$ cat config.mk
export PLATFORM = sky130hd
export DESIGN_NAME = writeback_unit
export DESIGN_NICKNAME = d
export VERILOG_FILES = /design/src/rtl/writeback_unit_pkg.sv /design/src/rtl/writeback_unit_fifo.sv /design/src/rtl/writeback_unit.sv
export SDC_FILE = /design/constraint.sdc
export NUM_CORES = 1
export LEC_CHECK = 0
export BUFFER_PORTS_ARGS = -buffer_cell sky130_fd_sc_hd__buf_2
export CORE_ASPECT_RATIO = 0.7
export CORE_MARGIN = 3
export CORE_UTILIZATION = 56
export CTS_BUF_LIST = sky130_fd_sc_hd__clkbuf_8
export CTS_CLUSTER_DIAMETER = 150
export DETAILED_ROUTE_END_ITERATION = 8
export GPL_TIMING_DRIVEN = 0
export HOLD_SLACK_MARGIN = 0.05
export PLACE_DENSITY_LB_ADDON = 0.08
export SLEW_MARGIN = 15
export SYNTH_ARGS = -nofsm -noshare
export SYNTH_HDL_FRONTEND = slang
export SYNTH_SLANG_ARGS = --single-unit
$ cat constraint.sdc
create_clock -name clk -period 6.25 [get_ports clk]
set_input_delay 0.9375 -clock clk [delete_from_list [all_inputs] [get_ports clk]]
set_output_delay 0.9375 -clock clk [all_outputs]
set_load 0.03 [all_outputs]
$ cat src/rtl/writeback_unit_pkg.sv
// Shared writeback types and constants for the register-file write path.
package writeback_unit_pkg;
  localparam int DATA_W = 32;
  localparam int ADDR_W = 5;
  localparam logic [ADDR_W-1:0] REG_ZERO = 5'd0;

  typedef struct packed {
    logic              valid;
    logic [ADDR_W-1:0] idx;
    logic [DATA_W-1:0] data;
  } wb_entry_t;
endpackage

$ cat src/rtl/writeback_unit_fifo.sv
// wb_fifo: DEPTH-entry write queue; a push is visible after its edge, all slots are exposed for lookup.
// Pushes while full and pops while empty are ignored; the producer holds its offer until space frees.
module wb_fifo #(
  parameter int DEPTH  = 4,
  parameter int DATA_W = 32,
  parameter int ADDR_W = 5,
  localparam int PTR_W = $clog2(DEPTH),
  localparam int CNT_W = PTR_W + 1
) (
  input  logic                          clk,
  input  logic                          rst,
  input  logic                          push_i,
  input  logic [ADDR_W-1:0]             push_reg_i,
  input  logic [DATA_W-1:0]             push_data_i,
  input  logic                          pop_i,
  output logic                          full_o,
  output logic                          empty_o,
  output logic [CNT_W-1:0]              count_o,
  output logic [PTR_W-1:0]              head_o,
  output logic [ADDR_W-1:0]             head_reg_o,
  output logic [DATA_W-1:0]             head_data_o,
  output logic [DEPTH-1:0]              ent_vld_o,
  output logic [DEPTH-1:0][ADDR_W-1:0]  ent_reg_o,
  output logic [DEPTH-1:0][DATA_W-1:0]  ent_data_o
);
  import writeback_unit_pkg::*;

  logic [DEPTH-1:0]             vld_q, vld_d;
  logic [DEPTH-1:0][ADDR_W-1:0] reg_q, reg_d;
  logic [DEPTH-1:0][DATA_W-1:0] data_q, data_d;
  logic [PTR_W-1:0]             head_q, head_d, tail_q, tail_d;
  logic [CNT_W-1:0]             count_q, count_d;
  logic                         do_push, do_pop;

  assign full_o  = (count_q == CNT_W'(DEPTH));
  assign empty_o = (count_q == '0);
  assign do_push = push_i & ~full_o;
  assign do_pop  = pop_i & ~empty_o;

  always_comb begin
    vld_d   = vld_q;
    reg_d   = reg_q;
    data_d  = data_q;
    head_d  = head_q;
    tail_d  = tail_q;
    count_d = count_q + CNT_W'(do_push) - CNT_W'(do_pop);
    if (do_pop) begin
      vld_d[head_q] = 1'b0;
      head_d        = head_q + PTR_W'(1);
    end
    if (do_push) begin
      vld_d[tail_q]  = 1'b1;
      reg_d[tail_q]  = push_reg_i;
      data_d[tail_q] = push_data_i;
      tail_d         = tail_q + PTR_W'(1);
    end
  end

  always_ff @(posedge clk or posedge rst) begin
    if (rst) begin
      vld_q   <= '0;
      reg_q   <= '0;
      data_q  <= '0;
      head_q  <= '0;
      tail_q  <= '0;
      count_q <= '0;
    end else begin
      vld_q   <= vld_d;
      reg_q   <= reg_d;
      data_q  <= data_d;
      head_q  <= head_d;
      tail_q  <= tail_d;
      count_q <= count_d;
    end
  end

  assign count_o     = count_q;
  assign head_o      = head_q;
  assign head_reg_o  = reg_q[head_q];
  assign head_data_o = data_q[head_q];
  assign ent_vld_o   = vld_q;
  assign ent_reg_o   = reg_q;
  assign ent_data_o  = data_q;
endmodule

$ cat src/rtl/writeback_unit.sv
// writeback_unit: queues retiring results and drains one register-file write per cycle; 1 cycle accept-to-write when idle.
// inReady drops while the queue is full (no same-cycle pop credit); WB_FORWARD_EN builds the pending-write lookups.
module writeback_unit #(
  parameter int DEPTH  = 4,
  parameter int DATA_W = writeback_unit_pkg::DATA_W,
  parameter int ADDR_W = writeback_unit_pkg::ADDR_W,
  localparam int CNT_W = $clog2(DEPTH) + 1
) (
  input  logic              clk,
  input  logic              rst,
  input  logic              inValid,
  output logic              inReady,
  input  logic              inRegWrite,
  input  logic              inMemToReg,
  input  logic [ADDR_W-1:0] inWriteReg,
  input  logic [DATA_W-1:0] inAluResult,
  input  logic [DATA_W-1:0] inMemData,
  input  logic              wbStall,
  output logic              regWrite,
  output logic [ADDR_W-1:0] writeReg,
  output logic [DATA_W-1:0] writeData,
  input  logic [ADDR_W-1:0] fwdReg1,
  input  logic [ADDR_W-1:0] fwdReg2,
  output logic              fwdHit1,
  output logic              fwdHit2,
  output logic [DATA_W-1:0] fwdData1,
  output logic [DATA_W-1:0] fwdData2,
  output logic [CNT_W-1:0]  pendingCount
);
  import writeback_unit_pkg::*;

  localparam int PTR_W = $clog2(DEPTH);

  logic                         full, empty, push, pop;
  logic [DATA_W-1:0]            in_data, head_data;
  logic [ADDR_W-1:0]            head_reg;
  logic [PTR_W-1:0]             head_ptr;
  logic [DEPTH-1:0]             ent_vld;
  logic [DEPTH-1:0][ADDR_W-1:0] ent_reg;
  logic [DEPTH-1:0][DATA_W-1:0] ent_data;

  assign inReady = ~full;
  assign in_data = inMemToReg ? inMemData : inAluResult;
  // $0 and non-writing results complete the handshake but never occupy a slot
  assign push    = inValid & inReady & inRegWrite & (inWriteReg != REG_ZERO);
  assign pop     = ~empty & ~wbStall;

  assign regWrite  = pop;
  assign writeReg  = pop ? head_reg  : '0;
  assign writeData = pop ? head_data : '0;

  wb_fifo #(.DEPTH(DEPTH), .DATA_W(DATA_W), .ADDR_W(ADDR_W)) u_fifo (
    .clk         (clk),
    .rst         (rst),
    .push_i      (push),
    .push_reg_i  (inWriteReg),
    .push_data_i (in_data),
    .pop_i       (pop),
    .full_o      (full),
    .empty_o     (empty),
    .count_o     (pendingCount),
    .head_o      (head_ptr),
    .head_reg_o  (head_reg),
    .head_data_o (head_data),
    .ent_vld_o   (ent_vld),
    .ent_reg_o   (ent_reg),
    .ent_data_o  (ent_data)
  );

`ifdef WB_FORWARD_EN
  logic [PTR_W-1:0] idx;

  // Walk oldest to youngest from head so the last match wins
  always_comb begin
    fwdHit1  = 1'b0;
    fwdHit2  = 1'b0;
    fwdData1 = '0;
    fwdData2 = '0;
    idx      = '0;
    for (int i = 0; i < DEPTH; i++) begin
      idx = head_ptr + PTR_W'(i);
      if (ent_vld[idx] && (ent_reg[idx] == fwdReg1) && (fwdReg1 != REG_ZERO)) begin
        fwdHit1  = 1'b1;
        fwdData1 = ent_data[idx];
      end
      if (ent_vld[idx] && (ent_reg[idx] == fwdReg2) && (fwdReg2 != REG_ZERO)) begin
        fwdHit2  = 1'b1;
        fwdData2 = ent_data[idx];
      end
    end
  end
`else
  logic fwd_unused;
  assign fwd_unused = ^{fwdReg1, fwdReg2, head_ptr, ent_vld, ent_reg, ent_data};
  assign fwdHit1    = 1'b0;
  assign fwdHit2    = 1'b0;
  assign fwdData1   = '0;
  assign fwdData2   = '0;
`endif
endmodule

; ---- Yosys cells after proc, flatten, opt, wreduce, memory -nomap -nowiden
; Index checks and enable logic that the tools add are counted.
; W data, S select, Z words.
[classes]
n_addsub = 4
magnitude_cmp = 3
n_eq_ne = 1
n_mux = 13
bitwise_logic = 9
reduce_logical = 3
[op_table]
columns = operator, n
row1 = $bwmux W128, 1
row2 = $mux W32, 4
row3 = $bmux W32 S2, 1
row4 = $demux W32 S2, 1
row5 = $bwmux W20, 1
row6 = $mux W5, 3
row7 = $bmux W5 S2, 1
row8 = $demux W5 S2, 1
row9 = $and A1 B1 Y1, 6
row10 = $lt A2 B3 Y1 const B, 2
row11 = $reduce_bool A5 Y1, 1
row12 = $add A2 B1 Y2 const B, 2
row13 = $add A3 B1 Y3, 1
row14 = $eq A3 B3 Y1 const B, 1
row15 = $logic_not A3 Y1, 1
row16 = $not A1 Y1, 3
row17 = $sub A3 B1 Y3, 1
row18 = $ge A2 B1 Y1 const B, 1
row19 = $logic_and A1 B1 Y1, 1
[totals]
ff_bits = 155
output_inout_bits = 108

; ---- Logic depth before layout (Yosys ltp)
[logic_depth]
depth_word = 8
ltp_mapped = 11
mapped_depth_nobuf = 9

; ---- Modules after synthesis
; Synthesis repeated with hierarchy kept, for this count alone.
[unflattened]
cells_unflattened = 563
area_unflattened_um2 = 8480.6
[modules_own_cells]
columns = mod, instances, cells_each, area_each_um2, seq_area_each_um2
row1 = wb_fifo, 1, 415, 7320.8, 3978.8
row2 = writeback_unit, 1, 148, 1159.9, 0.0

; ---- Least setup slack after synthesis
; Ideal clock, no wire load.
[synth_timing]
kind = input-to-output
start = input port wbStall
end = output port writeData[23]
arrival_ns = 2.148
slack_ns = 3.165
stages = 4
n_path_buf = 2
cell_sequence = nor2_1 > clkbuf_1 > clkbuf_1 > and2_1
[synth_between]
elab_chain_len = 3
[synth_lines]
columns = item, line
row1 = from (decl), writeback_unit.sv:18  ; input logic wbStall,
row2 = $not A1 Y1, writeback_unit.sv:46  ; assign pop = ~empty & ~wbStall;
row3 = $and A1 B1 Y1, writeback_unit.sv:46
row4 = net regWrite, writeback_unit.sv:19  ; output logic regWrite,
row5 = $mux W32, writeback_unit.sv:50  ; assign writeData = pop ? head_data : '0;
row6 = to (decl), writeback_unit.sv:21  ; output logic [DATA_W-1:0] writeData,
; The timed path passes the listed nets, and every way through them passes these cells.

; ---- Final worst setup path
[layout_timing]
start = register u_fifo.count_q[1] (netlist: u_fifo.count_o[1])
end = output port writeData[27]
[layout_between]
elab_chain_len = 4
[layout_lines]
columns = item, line
row1 = from (decl), writeback_unit_fifo.sv:32  ; logic [CNT_W-1:0] count_q, count_d;
row2 = from (signal assigned), writeback_unit_fifo.sv:73  ; count_q <= count_d;
row3 = $logic_not A3 Y1, writeback_unit_fifo.sv:36  ; assign empty_o = (count_q == '0);
row4 = $not A1 Y1, writeback_unit.sv:46
row5 = $and A1 B1 Y1, writeback_unit.sv:46
row6 = $mux W32, writeback_unit.sv:50
; No other way between the ends.

==> summary.md <==
| Metric | Value |
|---|---|
| Mux cell area share after synthesis | 35.9% |
| Drt drc | 0 |
| DIE AREA | 0.0158 mm² |
| Hold_sp | u_fifo.ent_data_o[34] |
| Most used cell, CP | clkbuf_1 |
| Hold Crit Depth | 1 |
| Layout cells sized above 1 | 59.8% |
| CTS Hold Bufs | 0 |
| DRT Pass-1 Iters | 4 |
| Vias per std cell | 5.11 |
| Avg WL per Cell | 17.7 µm |
| Port bufs | 115 |
| Vias in the first global route | 5288 |
| Period minus WS final | 3.52 ns |
| Cell area after synthesis | 0.00799 mm² |
| Global route hottest layer | met2 |
| Synth Instances | 543 |
| Number of flops mapped to enable cells by yosys | 0 |
| Most used DFF post-synth | dfrtp_1 |
| CP required | 5.31 ns |
| Largest family of logic cells by synthesized area | multiplexers |
| R2r worst-path depth | 11 |
| Crit path max-delay family | buffers and inverters |
| Ys Warns | 0 |
| Routability congestion estimate | 0.748 |
| Die Width | 149 µm |
| Max Freq | 284 MHz |
| Hold WC Path Type | reg -> reg |
| Seq/Total Area, Yosys | 48.5% |
| Clock Tree Root | clkbuf_8 |
| Global routing usage on met2 | 36.5% |
| Unique cell type count in the Yosys netlist | 24 |
| Adder-cell share of the synthesized area | 1.19% |
| Antenna violations before repair | 0 |
| Initial core utilization | 59.1% |
| Fill cells | 952 |
| Site Rows | 35 |
| IO Count | 193 |
| Worst path cell trace | nor3_1 > nor2_1 > clkbuf_1 > clkbuf_1 > and2_1 > buf_2 |
| Worst path bufs/invs | 3 |
| Asr flop ratio synth | 100% |
| Routed vias | 4811 |
| Synth area leaders | dfrtp_1 49%, mux2_2 26%, mux4_2 10% |
| Num CTS Buffers | 17 |
| CP Class | reg -> out |
| Final slew viol count | 0 |
| Synth Register Bits | 155 |
| Largest area contributor in the synthesized netlist | dfrtp_1 |
| P_leak | 4.47 nW |
| CP startpoint | u_fifo.count_o[1] |
| Synth top area share | 48.5% |
| Worst slew pin tran | 1.15 ns |
| Met1 Resource Use GR | 30.7% |
| Top cells by count, synth | 181 x mux2_2, 155 x dfrtp_1, 66 x buf_4, 37 x and2_1, 37 x mux4_2 |
| Final period util | 56.3% |
| Area Growth Syn to Fin | 19.3% |
| Clock latency on the worst-skew pair | 0.43 ns |
| Core Box Area | 0.0135 mm² |
| Worst R2R Start | u_fifo.count_o[1] |
| Startpoint types | flop |
| Number of setup buffers added after CTS | 0 |
| Max cap viols | 0 |
| Nets | 835 |
| PnR Total Power | 4.66 mW |
| CTS tree | built |
| Die Y | 106 µm |
| Total Routing Usage GR | 22.2% |
| Final Setup Violations | 0 |
| ANT nets after route | 0 |
| Compound-Gate Fraction of Synth Area | 0.751% |
| Syn_area_per_cell | 14.7 µm² |
| Simple-gate share of the synthesized area | 3.79% |
| H-tree Lvls | 4 |
| Status | finished, final reports clean |
| First-pass GRT wire length | 27300 µm |
| Pin count of the biggest net entering global routing | 91 |
| Most common cell in the netlist | mux2_2 |
| Crit-path slowest cell | dfrtp_1 |
| Reg clk slew, reported paths | 0.08 ns |
| Hold EP | u_fifo.ent_data_o[34] |
| Peak supply drop | 0.000248 V |
| Total negative slack | 0 ns |
| CP endpoint kind | output pin |
| Hold Violations, Final | 0 |
| DP Wirelength | 11900 µm |
| Power Density | 489 mW/mm² |
| CTS Sinks | 155 |
| Relative slew slack | 23.0% |
| FF-to-FF setup slack | 3.19 ns |
| Final Routed Wirelength | 16700 µm |
| Clock skew | 0.0124 ns |
| Hold WS | 0.505 ns |
| Clk buf depth | 2 |
| Post_cts resized | 0 |
| GR Overflow Total | 0 |
| Xor/xnor cell area share of the yosys netlist | 0.548% |
| Met3 GRT Util | 5.16% |
| Worst Path Arrival | 2.58 ns |
| Antenna cells | 0 |
| DR iter-0 viols | 132 |
| Worst r2r dst | u_fifo.count_o[2] |
| Unrepaired setup endpoints after global routing | no |
| Max stage delay on crit path | 0.48 ns |
| CP max FO | 11 |
==> layout make-up <==
class	count	area (µm²)	area share, %
flip-flops and latches	155	3880	40.7
multi-input cells	348	3630	38.0
plain buffers	94	696	7.29
repair buffers	116	603	6.32
clock buffers	18	248	2.60
well taps	185	231	2.43
clock inverters	14	204	2.14
inverters	11	48.8	0.512
==> per-layer routing <==
metal | routed length (µm) | vias up
li1 | - | 2210
met1 | 7650 | 2453
met2 | 7970 | 136
met3 | 915 | 12
met4 | 127 | 0
met5 | 0 | -
==> power by group <==
part	switching (mW)	internal [mW]
clock network	0.364	0.483
logic	0.970	1.08
registers	0.261	1.51
total	1.59	3.07
==> per-stage QoR <==
step                      setup slack, ns  area [µm²]  util [%]  cells
after detailed placement             2.66        9080      67.1    909
after global routing                 2.52        9540      70.5    941
final                                2.73        9540      70.5    941
after CTS                            2.67        9530      70.4    941
after floorplan                      1.13        8240         -    608
after global placement             -0.286        9040      66.8    908
==> registers in the layout (all words and copies together) (netlist names) <==
register / flops
u_fifo.count_o: 3
u_fifo.ent_data_o: 128
u_fifo.ent_reg_o: 20
u_fifo.head_o: 2
u_fifo.tail_q: 2
==> cells in the final DEF, fill, tap and decap left out, types with 2 or more instances in the layout <==
cell,Yosys,layout
dfrtp_1,155,155
xnor2_1,4,4
inv_1,10,13
nand3_1,4,4
nor3_1,2,2
clkbuf_8,0,18
clkinv_4,0,2
mux4_2,37,37
a211oi_2,4,3
conb_1,1,66
and2_1,37,37
ha_1,6,6
clkbuf_1,10,10
buf_1,2,2
bufinv_16,0,5
buf_6,12,12
buf_2,4,119
mux2_2,181,181
buf_4,66,66
==> logic make-up after synthesis <==
logic type | Yosys count
AOI/OAI and AO/OA | 5
xor gates and xnor gates | 5
adders and majority gates | 7
buffers and inverters | 105
DFF | 155
muxes | 218
other | 1
and+or+nand+nor | 47
==> worst max path at each step <==
stage | to | cells past startpoint
6_report | writeData[27] | 6
5_1_grt | writeData[27] | 6
4_1_cts | writeData[27] | 6
3_5_place_dp | writeData[27] | 6
3_3_place_gp | u_fifo.ent_data_o[3] | 2
2_1_floorplan | u_fifo.count_o[0] | 1
Note: power is estimated with default switching activity, not from simulation.
